<file path="src/rtl/tpu_pkg.sv">
// tpu_pkg: shared types and helpers for the TPU feed path.
//   skew_state_e : tile_skewer control states.
//   step_w()     : width of the wavefront step counter for a given tile size.
package tpu_pkg;

   typedef enum logic [1:0] {
      IDLE   = 2'd0,
      LOAD   = 2'd1,
      STREAM = 2'd2
   } skew_state_e;

   // A SIZE x SIZE wavefront spans 2*SIZE-1 steps (0..2*SIZE-2).
   function automatic int step_w(input int size);
      return $clog2(2 * size - 1);
   endfunction

endpackage

</file>
<file path="src/rtl/tile_skewer.sv">
// tile_skewer: pops SIZE x SIZE tiles from the tile FIFO and streams them into
// the systolic array row inputs as a diagonal wavefront (row r lags row 0 by
// r cycles). Optional per-tile transpose streams columns instead of rows.
//
// Ports:
//   clk, rst_n   clock, synchronous active-low reset
//   pop          FIFO pop request (combinational)
//   pop_rdy      FIFO non-empty
//   din          FIFO data, din[r][c]; valid the cycle after a pop handshake
//   transpose    sampled with pop; 1 = stream tile columns
//   array_rdy    array accepts a beat this cycle
//   row_data     per-row element, row_data[r]
//   row_valid    per-row element valid
//   busy         not IDLE
//   tile_done    pulse on the final accepted beat of a tile
module tile_skewer
   import tpu_pkg::*;
#(
   parameter int BITS = 8,
   parameter int SIZE = 2
) (
   input  logic                                 clk,
   input  logic                                 rst_n,
   output logic                                 pop,
   input  logic                                 pop_rdy,
   input  logic [SIZE-1:0][SIZE-1:0][BITS-1:0]  din,
   input  logic                                 transpose,
   input  logic                                 array_rdy,
   output logic [SIZE-1:0][BITS-1:0]            row_data,
   output logic [SIZE-1:0]                      row_valid,
   output logic                                 busy,
   output logic                                 tile_done
);

   localparam int SW = step_w(SIZE);
   localparam int IW = $clog2(SIZE);
   localparam logic [SW-1:0] LAST = SW'(2 * SIZE - 2);

   skew_state_e                         state;
   logic [SW-1:0]                       step;
   logic [SIZE-1:0][SIZE-1:0][BITS-1:0] tile;
   logic                                xpose;
   logic                                last;

   // Next tile is only popped on the accepted last beat, so a stall on the
   // final step can never overwrite an unfinished tile.
   always_comb begin
      last      = (state == STREAM) && (step == LAST);
      pop       = pop_rdy && ((state == IDLE) || (last && array_rdy));
      tile_done = last && array_rdy;
      busy      = (state != IDLE);
   end

   always_ff @(posedge clk) begin
      if (!rst_n) begin
         state <= IDLE;
         step  <= '0;
         tile  <= '0;
         xpose <= 1'b0;
      end else begin
         case (state)
            IDLE: begin
               if (pop) begin
                  state <= LOAD;
                  xpose <= transpose;
               end
            end
            // FIFO read data lands here, one cycle after the pop handshake.
            LOAD: begin
               tile  <= din;
               step  <= '0;
               state <= STREAM;
            end
            STREAM: begin
               if (array_rdy) begin
                  if (step != LAST) begin
                     step <= step + 1'b1;
                  end else begin
                     step <= '0;
                     if (pop) begin
                        state <= LOAD;
                        xpose <= transpose;
                     end else begin
                        state <= IDLE;
                     end
                  end
               end
            end
            default: state <= IDLE;
         endcase
      end
   end

   // Diagonal select: row r presents element k = step - r while 0 <= k < SIZE.
   for (genvar r = 0; r < SIZE; r++) begin : g_row
      logic [SW-1:0] k;
      logic          in_rng;
      assign k      = step - SW'(r);
      assign in_rng = (state == STREAM) && (step >= SW'(r)) && (k < SW'(SIZE));
      assign row_valid[r] = in_rng;
      assign row_data[r]  = !in_rng ? '0 :
                            xpose   ? tile[k[IW-1:0]][r] : tile[r][k[IW-1:0]];
   end

endmodule

</file>
<file path="config.mk">
export PLATFORM = sky130hd
export DESIGN_NAME = tile_skewer
export DESIGN_NICKNAME = d
export VERILOG_FILES = /design/src/rtl/tpu_pkg.sv /design/src/rtl/tile_skewer.sv
export SDC_FILE = /design/constraint.sdc
export NUM_CORES = 1
export LEC_CHECK = 0
export ABC_AREA = 1
export ABC_CLOCK_PERIOD_IN_PS = 3000
export BUFFER_PORTS_ARGS = -buffer_cell sky130_fd_sc_hd__buf_2
export CAP_MARGIN = 25
export CORE_ASPECT_RATIO = 2
export CORE_MARGIN = 2
export CORE_UTILIZATION = 54
export CTS_CLUSTER_SIZE = 24
export DETAILED_ROUTE_END_ITERATION = 8
export HOLD_SLACK_MARGIN = 0.02
export PLACE_DENSITY = 0.9
export SLEW_MARGIN = 25
export SYNTH_ARGS = -nofsm -noshare
export SYNTH_HDL_FRONTEND = slang
export SYNTH_SLANG_ARGS = --single-unit
</file>
<file path="constraint.sdc">
create_clock -name clk -period 3 [get_ports clk]
set_clock_uncertainty 0.1 [all_clocks]
set_input_delay 0.45 -clock clk [delete_from_list [all_inputs] [get_ports clk]]
set_output_delay 0.45 -clock clk [all_outputs]
set_load 0.02 [all_outputs]
</file>
==> metrics.txt <==
# TYPE chip_impl_metric gauge
chip_impl_metric{name="antenna_found_initial",unit=""} 0
chip_impl_metric{name="initial_utilization",unit="%"} 55.45
chip_impl_metric{name="floorplan.rows",unit=""} 30
chip_impl_metric{name="p_leak",unit="uW"} 0.0009927
chip_impl_metric{name="cts_hold_buffers",unit=""} 0
chip_impl_metric{name="cts_post_setup_buffers_inserted",unit=""} 0
chip_impl_metric{name="htree_num_levels",unit=""} 2
chip_impl_metric{name="dp_hpwl",unit="mm"} 2.959
chip_impl_metric{name="wire_per_inst",unit="um"} 11.98
chip_impl_metric{name="place.detailed.instances",unit=""} 361
chip_impl_info{name="reg2reg_from",value="state[1]"} 1
chip_impl_metric{name="final.setup.tns",unit="ns"} 0
chip_impl_metric{name="worst_vdd_drop",unit="mV"} 0.4475
chip_impl_metric{name="avgViaCountPerCell",unit=""} 5.287
chip_impl_info{name="min_to",value="tile[26]"} 1
chip_impl_metric{name="yosysWarningCount",unit=""} 0
chip_impl_metric{name="critPathRequiredTime",unit="ns"} 2.45
chip_impl_metric{name="die_area",unit="mm^2"} 0.003902
chip_impl_metric{name="fillers",unit=""} 304
chip_impl_info{name="layout.cells.most_common",value="sky130_fd_sc_hd__nor2_1"} 1
chip_impl_metric{name="finalCriticalPeriod",unit="ns"} 2.416
chip_impl_metric{name="boundaryPins",unit=""} 58
chip_impl_metric{name="multi_input_logic_area",unit="um^2"} 945.9
chip_impl_metric{name="largest_net_degree_at_the_start_of_global_routing",unit=""} 37
chip_impl_info{name="worstReg2RegEnd",value="tile[9]"} 1
chip_impl_metric{name="ff_latch_area",unit="um^2"} 740.7
chip_impl_metric{name="layout.nets",unit=""} 377
chip_impl_info{name="status",value="complete, no violations"} 1
chip_impl_metric{name="detailroute.wirelength.met2",unit="mm"} 2.196
chip_impl_metric{name="clock.fmax",unit="GHz"} 0.4139
chip_impl_metric{name="slew-limit-headroom",unit="%"} 56.65
chip_impl_metric{name="timing.final.hold_violations",unit=""} 0
chip_impl_metric{name="fp.coreArea",unit="mm^2"} 0.003303
chip_impl_metric{name="cts.path.max_buffers",unit=""} 2
chip_impl_metric{name="worst_skew_pair.late_latency",unit="ns"} 0.29
chip_impl_metric{name="ys_ff_latch",unit=""} 37
chip_impl_metric{name="clkSlewWorstSetupHoldPaths",unit="ns"} 0.07
chip_impl_info{name="critPathCaptureType",value="output pin"} 1
chip_impl_metric{name="die_x",unit="um"} 45.19
chip_impl_metric{name="whs",unit="ns"} 0.2970
chip_impl_metric{name="synth_area",unit="mm^2"} 0.001832
chip_impl_info{name="grt_setup_unrepaired",value="false"} 1
chip_impl_metric{name="met3_wirelength",unit="um"} 270
chip_impl_info{name="worst_hold_startpoint",value="din[26]"} 1
chip_impl_metric{name="grt-ovfl-total",unit=""} 0
chip_impl_metric{name="gp_routability_congestion",unit=""} 0.8345
chip_impl_info{name="timing.critical_path.from_type",value="register"} 1
chip_impl_metric{name="m1WireLength",unit="mm"} 1.864
chip_impl_metric{name="finalPower",unit="uW"} 1090
chip_impl_metric{name="finalCoreUtilization",unit="%"} 65.64
chip_impl_metric{name="powerDensity",unit="mW/mm^2"} 502.5
chip_impl_metric{name="global_route_wire_length_before_repair",unit="mm"} 7.272
chip_impl_metric{name="report.final.slew_viol_count",unit=""} 0
chip_impl_info{name="crit_start",value="step[0]"} 1
chip_impl_metric{name="netlist_instances",unit=""} 287
chip_impl_metric{name="post-route-drc-count",unit=""} 0
chip_impl_metric{name="wl",unit="mm"} 4.422
chip_impl_metric{name="syn-mean-instance-area",unit="um^2"} 6.382
chip_impl_metric{name="drtPass1Iterations",unit=""} 4
chip_impl_metric{name="postSynthNetCount",unit=""} 328
chip_impl_metric{name="critical_path_arrival",unit="ns"} 1.87
chip_impl_metric{name="cts.repair.resized",unit=""} 0
chip_impl_metric{name="slack_of_the_worst_reg_to_reg_path",unit="ns"} 1.15
chip_impl_metric{name="drt_iter0_markers",unit=""} 43
chip_impl_metric{name="synth.yosys.seq_area_share",unit="%"} 40.44
chip_impl_info{name="mostFrequentLayoutCells",value="sky130_fd_sc_hd__nor2_1 (116), sky130_fd_sc_hd__buf_2 (57), sky130_fd_sc_hd__nand2_1 (40)"} 1
chip_impl_metric{name="cts.sink_count",unit=""} 37
chip_impl_metric{name="synth.lib_cells_used.distinct",unit=""} 19
chip_impl_metric{name="cts_made_buffers",unit=""} 5
chip_impl_metric{name="finalSetupViolCount",unit=""} 0
chip_impl_info{name="ctsRootBufferMaster",value="sky130_fd_sc_hd__clkbuf_8"} 1
chip_impl_metric{name="final_min_period_over_clock_period",unit="%"} 80.54
chip_impl_metric{name="global_route.usage.total",unit="%"} 24.31
chip_impl_metric{name="routed-via-count",unit=""} 1951
chip_impl_metric{name="non_filler_instance_count_after_layout",unit=""} 369
chip_impl_metric{name="fp.dieH",unit="um"} 86.37
chip_impl_metric{name="rr_worst_depth",unit=""} 5
chip_impl_metric{name="drv.max_cap_violation_count",unit=""} 0
chip_impl_info{name="hold_class",value="primary input to register"} 1
chip_impl_info{name="cts_tree",value="built"} 1
chip_impl_metric{name="antenna_cells_inserted",unit=""} 0
chip_impl_metric{name="area.growth.synth_to_final",unit="%"} 18.37
chip_impl_info{name="topRoutingLayerUsed",value="met4"} 1
chip_impl_metric{name="ant_nets",unit=""} 0
chip_impl_metric{name="worst_path_fanout_max",unit=""} 19
chip_impl_metric{name="port_buffers",unit=""} 57
chip_impl_metric{name="first_global_vias",unit=""} 1808
chip_impl_metric{name="worst_slew_pin_slew",unit="ns"} 0.6480
chip_impl_metric{name="min_delay_path_depth",unit=""} 3
chip_impl_info{name="timing.setup.critical_path_class",value="register to output pin"} 1
chip_impl_metric{name="final_layout_size_suffix_gt1_share",unit="%"} 21.66
cell usage after synthesis:
library cell               count  area, um^2
sky130_fd_sc_hd__nor2_2        1       6.260
sky130_fd_sc_hd__clkbuf_1      3       11.26
sky130_fd_sc_hd__buf_1         1       3.750
sky130_fd_sc_hd__nand3_1       5       25.02
sky130_fd_sc_hd__nand2_1      40       150.1
sky130_fd_sc_hd__nand3b_1      1       7.510
sky130_fd_sc_hd__ha_1          4       50.05
sky130_fd_sc_hd__buf_2         3       15.01
sky130_fd_sc_hd__nor3_1        1       5.000
sky130_fd_sc_hd__buf_4         8       60.06
sky130_fd_sc_hd__nand2_2       1       6.260
sky130_fd_sc_hd__inv_2         4       15.01
sky130_fd_sc_hd__o21ai_0      15       75.07
sky130_fd_sc_hd__dfxtp_1      37       740.7
sky130_fd_sc_hd__nor2_1      116       435.4
sky130_fd_sc_hd__clkbuf_2      2       10.01
sky130_fd_sc_hd__a21oi_1       4       20.02
sky130_fd_sc_hd__inv_1         8       30.03
sky130_fd_sc_hd__o21ai_1      33       165.2
cell type report:
type / count / area share [%]
clock buffers: 6 / 3.808
clock inverters: 2 / 0.6347
inverters: 12 / 2.077
multi-input cells: 221 / 43.62
flip-flops and latches: 37 / 34.16
well taps: 32 / 1.847
repair buffers: 59 / 13.85
routing by layer:
layer	GRT usage, %	vias up
li1	-	996
met3	5.000	9
met1	28.19	874
met4	10.70	0
met5	0	-
met2	41.17	72
worst max-delay path by stage:
| stage | cells past startpoint | to | slack, ns |
|---|---|---|---|
| floorplan | 8 | row_data[10] | 0.91 |
| global route | 7 | row_data[10] | 0.42 |
| global placement | 7 | row_data[8] | 0.96 |
| finish | 7 | row_data[11] | 0.58 |
| CTS | 7 | row_data[11] | 0.58 |
| detailed placement | 7 | row_data[11] | 0.90 |
worst max-delay path: stages (launching register included):
cell and delay, ns:
sky130_fd_sc_hd__dfxtp_1 0.35, sky130_fd_sc_hd__inv_2 0.15, sky130_fd_sc_hd__ha_1 0.33, sky130_fd_sc_hd__inv_1 0.04
sky130_fd_sc_hd__nor2_1 0.08, sky130_fd_sc_hd__nand2_1 0.26, sky130_fd_sc_hd__nor2_1 0.19, sky130_fd_sc_hd__buf_2 0.18
logic make-up (layout without fill, tap and decap cells):
logic type | Yosys count | in the layout | share of synthesized area (%)
AND/OR/NAND/NOR | 165 | 165 | 34.70
AO/OA/AOI/OAI | 52 | 52 | 14.21
buffers and inverters | 29 | 79 | 7.923
adder cells (fa/ha/maj) | 4 | 4 | 2.732
flip-flops | 37 | 37 | 40.44
sequential cells by signal (all words and copies together), names as in the netlist:
| register | count |
|---|---|
| xpose | 1 |
| tile | 32 |
| state | 2 |
| step | 2 |
power by group:
part	switching (uW)	internal [uW]
Clock	176	186
Sequential	22.1	528
Combinational	111	66.2
through the flow:
stage / cell area, um^2 / setup WS (ns)
floorplan: 1832 / 0.9123
global placement: 2072 / 0.9568
detailed placement: 2072 / 0.9012
CTS: 2168 / 0.5798
global route: 2168 / 0.4249
finish: 2168 / 0.5838
Note: power is estimated with default switching activity, not from simulation.
